--- config.mk ---
export PLATFORM = sky130hd
export DESIGN_NAME = alu8_issue_wb
export DESIGN_NICKNAME = d
export VERILOG_FILES = /design/src/rtl/alu8_pkg.sv /design/src/rtl/alu8_regfile.sv /design/src/rtl/alu8_issue_wb.sv
export SDC_FILE = /design/constraint.sdc
export NUM_CORES = 1
export LEC_CHECK = 0
export CAP_MARGIN = 0
export CORE_ASPECT_RATIO = 0.75
export CORE_MARGIN = 2
export CORE_UTILIZATION = 30
export DETAILED_ROUTE_END_ITERATION = 10
export PLACE_DENSITY = 0.58
export SYNTH_ARGS = -nofsm -noshare
export SYNTH_HDL_FRONTEND = slang
export SYNTH_SLANG_ARGS = --single-unit
--- constraint.sdc ---
create_clock -name clk -period 2.66 [get_ports clk]
set_input_delay 0.665 -clock clk [delete_from_list [all_inputs] [get_ports clk]]
set_output_delay 0.665 -clock clk [all_outputs]
set_load 0.03 [all_outputs]
--- src/rtl/alu8_pkg.sv ---
// Shared definitions for the ALU issue/writeback slice: default widths,
// ALU function-select codes and the legal-code predicate.
package alu8_pkg;

    localparam int unsigned ALU8_DATA_W = 8;
    localparam int unsigned ALU8_AREG_W = 3;
    localparam int unsigned FS_W        = 5;

    localparam logic [FS_W-1:0] FS_ADD    = 5'h00;
    localparam logic [FS_W-1:0] FS_SUB    = 5'h01;
    localparam logic [FS_W-1:0] FS_AND    = 5'h08;
    localparam logic [FS_W-1:0] FS_OR     = 5'h09;
    localparam logic [FS_W-1:0] FS_XOR    = 5'h0A;
    localparam logic [FS_W-1:0] FS_CMPEQ  = 5'h0B;
    localparam logic [FS_W-1:0] FS_PASS_S = 5'h10;

    localparam logic [7:0] BAD_CNT_MAX = 8'hFF;

    function automatic logic fs_is_legal(input logic [FS_W-1:0] fs);
        logic legal;
        legal = 1'b0;
        unique case (fs)
            FS_ADD, FS_SUB, FS_AND, FS_OR, FS_XOR, FS_CMPEQ, FS_PASS_S: legal = 1'b1;
            default: legal = 1'b0;
        endcase
        return legal;
    endfunction

endpackage

--- src/rtl/alu8_regfile.sv ---
// Register file: two combinational read ports, one synchronous write port,
// R0 reads as zero and is never written.
module alu8_regfile
    import alu8_pkg::*;
#(
    parameter int unsigned DATA_W = ALU8_DATA_W,
    parameter int unsigned AREG_W = ALU8_AREG_W
) (
    input  logic              clk,
    input  logic              reset_n,
    input  logic [AREG_W-1:0] ra_addr,
    output logic [DATA_W-1:0] ra_data,
    input  logic [AREG_W-1:0] rb_addr,
    output logic [DATA_W-1:0] rb_data,
    input  logic              we,
    input  logic [AREG_W-1:0] wa,
    input  logic [DATA_W-1:0] wd
);

    localparam int unsigned NREG = 2 ** AREG_W;

    logic [DATA_W-1:0] mem [NREG];

    always_ff @(posedge clk) begin
        if (!reset_n) begin
            for (int unsigned i = 0; i < NREG; i++) begin
                mem[i] <= '0;
            end
        end else if (we && (wa != '0)) begin
            mem[wa] <= wd;
        end
    end

    always_comb begin
        ra_data = (ra_addr == '0) ? '0 : mem[ra_addr];
        rb_data = (rb_addr == '0) ? '0 : mem[rb_addr];
    end

endmodule

--- src/rtl/alu8_issue_wb.sv ---
// Operand-issue and writeback stage around the 8-bit combinational ALU.
// ALU8_BYPASS_EN selects the E->issue result bypass; otherwise a one-cycle interlock.
module alu8_issue_wb
    import alu8_pkg::*;
#(
    parameter int unsigned DATA_W = ALU8_DATA_W,
    parameter int unsigned AREG_W = ALU8_AREG_W
) (
    input  logic              clk,
    input  logic              reset_n,
    input  logic              in_valid,
    output logic              in_ready,
    input  logic [4:0]        in_fs,
    input  logic [AREG_W-1:0] in_rs,
    input  logic [AREG_W-1:0] in_rt,
    input  logic [AREG_W-1:0] in_rd,
    input  logic              in_imm_en,
    input  logic [DATA_W-1:0] in_imm,
    input  logic              hold,
    output logic [DATA_W-1:0] alu_s,
    output logic [DATA_W-1:0] alu_t,
    output logic [4:0]        alu_fs,
    input  logic [DATA_W-1:0] alu_vy_hi,
    input  logic [DATA_W-1:0] alu_vy_lo,
    output logic              wb_valid,
    output logic [AREG_W-1:0] wb_rd,
    output logic [DATA_W-1:0] wb_data,
    output logic [DATA_W-1:0] hi_q,
    output logic [7:0]        bad_fs_cnt
);

    logic              e_valid;
    logic [AREG_W-1:0] e_rd;
    logic [DATA_W-1:0] rf_a;
    logic [DATA_W-1:0] rf_b;
    logic [DATA_W-1:0] op_s;
    logic [DATA_W-1:0] op_t;
    logic              accept;
    logic              wb_en;

    assign wb_en = e_valid & ~hold;

    alu8_regfile #(
        .DATA_W (DATA_W),
        .AREG_W (AREG_W)
    ) u_regfile (
        .clk     (clk),
        .reset_n (reset_n),
        .ra_addr (in_rs),
        .ra_data (rf_a),
        .rb_addr (in_rt),
        .rb_data (rf_b),
        .we      (wb_en),
        .wa      (e_rd),
        .wd      (alu_vy_lo)
    );

`ifdef ALU8_BYPASS_EN
    // The result being written this edge is forwarded so a dependent issue never sees stale R[x].
    always_comb begin
        op_s = rf_a;
        op_t = rf_b;
        if (e_valid && (in_rs != '0) && (e_rd == in_rs)) begin
            op_s = alu_vy_lo;
        end
        if (e_valid && (in_rt != '0) && (e_rd == in_rt)) begin
            op_t = alu_vy_lo;
        end
        in_ready = ~hold;
    end
`else
    always_comb begin
        op_s = rf_a;
        op_t = rf_b;
        in_ready = ~hold & ~(e_valid & (e_rd != '0) &
                             ((in_rs == e_rd) | (~in_imm_en & (in_rt == e_rd))));
    end
`endif

    assign accept = in_valid & in_ready;

    always_ff @(posedge clk) begin
        if (!reset_n) begin
            e_valid    <= 1'b0;
            e_rd       <= '0;
            alu_s      <= '0;
            alu_t      <= '0;
            alu_fs     <= FS_PASS_S;
            wb_valid   <= 1'b0;
            wb_rd      <= '0;
            wb_data    <= '0;
            hi_q       <= '0;
            bad_fs_cnt <= '0;
        end else if (hold) begin
            wb_valid <= 1'b0;
        end else begin
            e_valid  <= accept;
            wb_valid <= e_valid;
            if (accept) begin
                alu_s  <= op_s;
                alu_t  <= in_imm_en ? in_imm : op_t;
                alu_fs <= in_fs;
                e_rd   <= in_rd;
            end
            if (e_valid) begin
                wb_rd   <= e_rd;
                wb_data <= alu_vy_lo;
                hi_q    <= alu_vy_hi;
                if (!fs_is_legal(alu_fs) && (bad_fs_cnt != BAD_CNT_MAX)) begin
                    bad_fs_cnt <= bad_fs_cnt + 8'd1;
                end
            end
        end
    end

endmodule

==> reports/metrics.yaml <==
hold_path:
  hold_class: "reg -> reg"
critical_path:
  worstPathArrival_ns: 1.94
  crit_fanout: 2
  end_kind: "output port"
  start_kind: "primary input"
  path_class: "in -> out"
  worstPathRequired_ns: 2.00
routing:
  viasPerCell: 5.05
  detail_route.first_pass.iterations: 5
  drtIter0Drc: 443
  topRoutingLayerUsed: "met4"
  drt-met1-wl_um: 7810
  drcViolationCount: 0
  vias: 4259
  drt_wl_total_um: 15500
  met3_length_um: 1200
  ant_nets: 0
  wl_per_cell_um: 18.4
  met2_length_um: 6270
power_and_ir_drop:
  p_leak_nw: 2.46
  pwr_density_cell_nw_per_um2: 537
  cell_internal_pwr_mw: 2.75
  p_sw_uw: 974
  p_seq_share_pct: 50.1
  pwr-share-clk_pct: 37.2
  swShare_pct: 26.2
  p_comb_share_pct: 12.8
  vdd_ir_drop_max_mv: 0.303
  finalPower_mw: 3.72
final_layout:
  fill_cells: 1662
  antenna_cells: 0
  fin_area_um2: 6920
  fin_nets: 641
  final_common_cell: "clkdlybuf4s50_1"
  fin_cells: 844
  areaGrowthSynthToFinish_pct: 29.9
  final_cell_mix: "87 x clkdlybuf4s50_1, 60 x nand2_1, 58 x and2_1, 56 x edfxtp_1, 52 x dfxtp_1"
  final_core_util_pct: 39.6
  final_layout_size_suffix_gt1_share_pct: 15.4
floorplan:
  die_h_um: 119
  chipWidth_um: 158
  fp-row-count: 42
  ios: 93
  core_area_um2: 17500
  dieArea_um2: 18900
  initial_utilization_pct: 30.4
synthesis:
  synthTopCellsByArea: "edfxtp_1 32%, dfxtp_1 20%, and2_1 6.8%"
  yosysWarnings: 0
  post_synth_inst_count: 497
  syn_avg_cell_area_um2: 10.7
  synth.top_cell.area_share_pct: 31.6
  synth-edff-count: 56
  synth_cell_types: 53
  ys_ff_latch: 109
  seq_area_frac_synth_pct: 51.5
  synth_nets: 541
  synth_ff_type: "edfxtp_1"
  netlist_area_um2: 5330
  synthArstFlopShare_pct: 0
  synth_top_cell_by_area: "edfxtp_1"
global_routing:
  overflow: 0
  track_usage_pct: 17.0
  grt_pass1_vias: 4009
  antenna_found_initial: 0
  grt_pass1_wl_um: 23900
  grt_max_degree: 37
cts:
  cts_tree: "built"
  clock_latency_ns: 0.36
  clockBufferDepth: 2
  h-tree-depth: 3
  clock_sink_count: 109
  cts_root_buffer: "clkbuf_16"
  cts_buffers: 9
  cts_hold_buf: 0
  clk_pin_slew_ns: 0.08
run:
  max-cap-violations: 0
sta:
  fmax_ghz: 0.384
  fin_crit_ns: 2.60
  fin_skew_ns: 0.0103
  drv_slew: 0
  max-slew-margin-rel_pct: 55.0
  post-route-period-util_pct: 97.9
  max_slew.worst_pin.slew_ns: 0.671
  finalSetupViolCount: 0
  holdWs_ns: 0.462
  finalHoldViolCount: 0
place:
  portBuffers: 92
  gp_congestion: 0.895
  place_area_um2: 6590
  dp.cells: 827
  hpwl_um: 11500
run_status:
  status: "complete, no violations"
worst max-delay path, cell delays in order:
cell and delay, ns:
clkdlybuf4s50_1 0.45, xor2_1 0.17, nor3_2 0.24, o221a_4 0.22, nor2_2 0.03, buf_4 0.15
power by group through the flow:
stage | Combinational [mW] | Clock, mW | Sequential (mW)
3_3_place_gp | 0.470 | 0 | 1.90
3_5_place_dp | 0.473 | 0 | 1.90
5_1_grt | 0.506 | 1.48 | 1.87
6_report | 0.475 | 1.38 | 1.86
4_1_cts | 0.475 | 1.40 | 1.86
2_1_floorplan | 0.223 | 0 | 1.92
what timing repair did:
item                                    CTS  global route
buffers inserted                          1             0
endpoints found under the setup margin    1             1
pin swaps                                 2             2
resized for setup                         6             2
metal layers:
metal | vias to the layer above | track usage, %
met5 | - | 0
met4 | 0 | 4.32
met3 | 15 | 3.68
met2 | 163 | 22.3
met1 | 2098 | 27.4
li1 | 1983 | -
kinds of logic after synthesis:
kind of cell	after synthesis	share of synthesized area, %
compound gates	103	12.6
xor+xnor	13	2.14
fa+ha+maj	1	0.235
buf+inv	36	3.55
flops	109	51.5
mux	44	11.2
simple gates	191	18.8
through the flow:
stage                     worst slack [ns]  setup TNS [ns]
after floorplan                     0.0620               0
after global placement              -0.190          -0.190
after detailed placement            -0.213          -0.304
after CTS                          0.00835               0
after global routing              -0.00142        -0.00142
final                               0.0563               0
sequential cells by signal, indices dropped and copies added, names as in the netlist:
register / count
bad_fs_cnt: 8
e_rd: 3
wb_data: 8
e_valid: 1
u_regfile.mem: 56
alu_t: 8
hi_q: 8
wb_rd: 3
alu_fs: 5
alu_s: 8
wb_valid: 1
synthesized netlist by cell type, types with 6 or more instances:
library cell  number
o21ai_0           26
a22oi_1           11
mux4_2            11
edfxtp_1          56
xnor2_1            7
mux2_2            16
a21oi_1           32
nor2b_1            6
nand2_1           60
o21ai_1            8
clkbuf_1          14
xor2_1             6
mux2i_1           16
dfxtp_1           53
buf_2              6
o221ai_1           6
nand3_1           22
and2_1            58
nor2_1            21
a21oi_2            7
path summary, 6_finish.rpt:
kind / slack (ns) / end / start / depth (start not counted)
hold reg to reg: 0.46 / hi_q[4] / hi_q[4] / 2
setup / recovery: 0.06 / in_ready / in_rs[2] / 6
hold / removal: 0.46 / hi_q[4] / hi_q[4] / 2
setup reg to reg: 0.75 / alu_t[0] / e_rd[0] / 7
layout make-up:
type,instances,area (µm²),share of cell area [%]
inverters,3,11.3,0.163
multi-input cells,352,2410,34.9
well taps,242,303,4.37
repair buffers,122,1140,16.4
flip-flops and latches,109,2740,39.6
clock inverters,6,61.3,0.886
clock buffers,10,250,3.62
(Power assumes the default switching activity.)
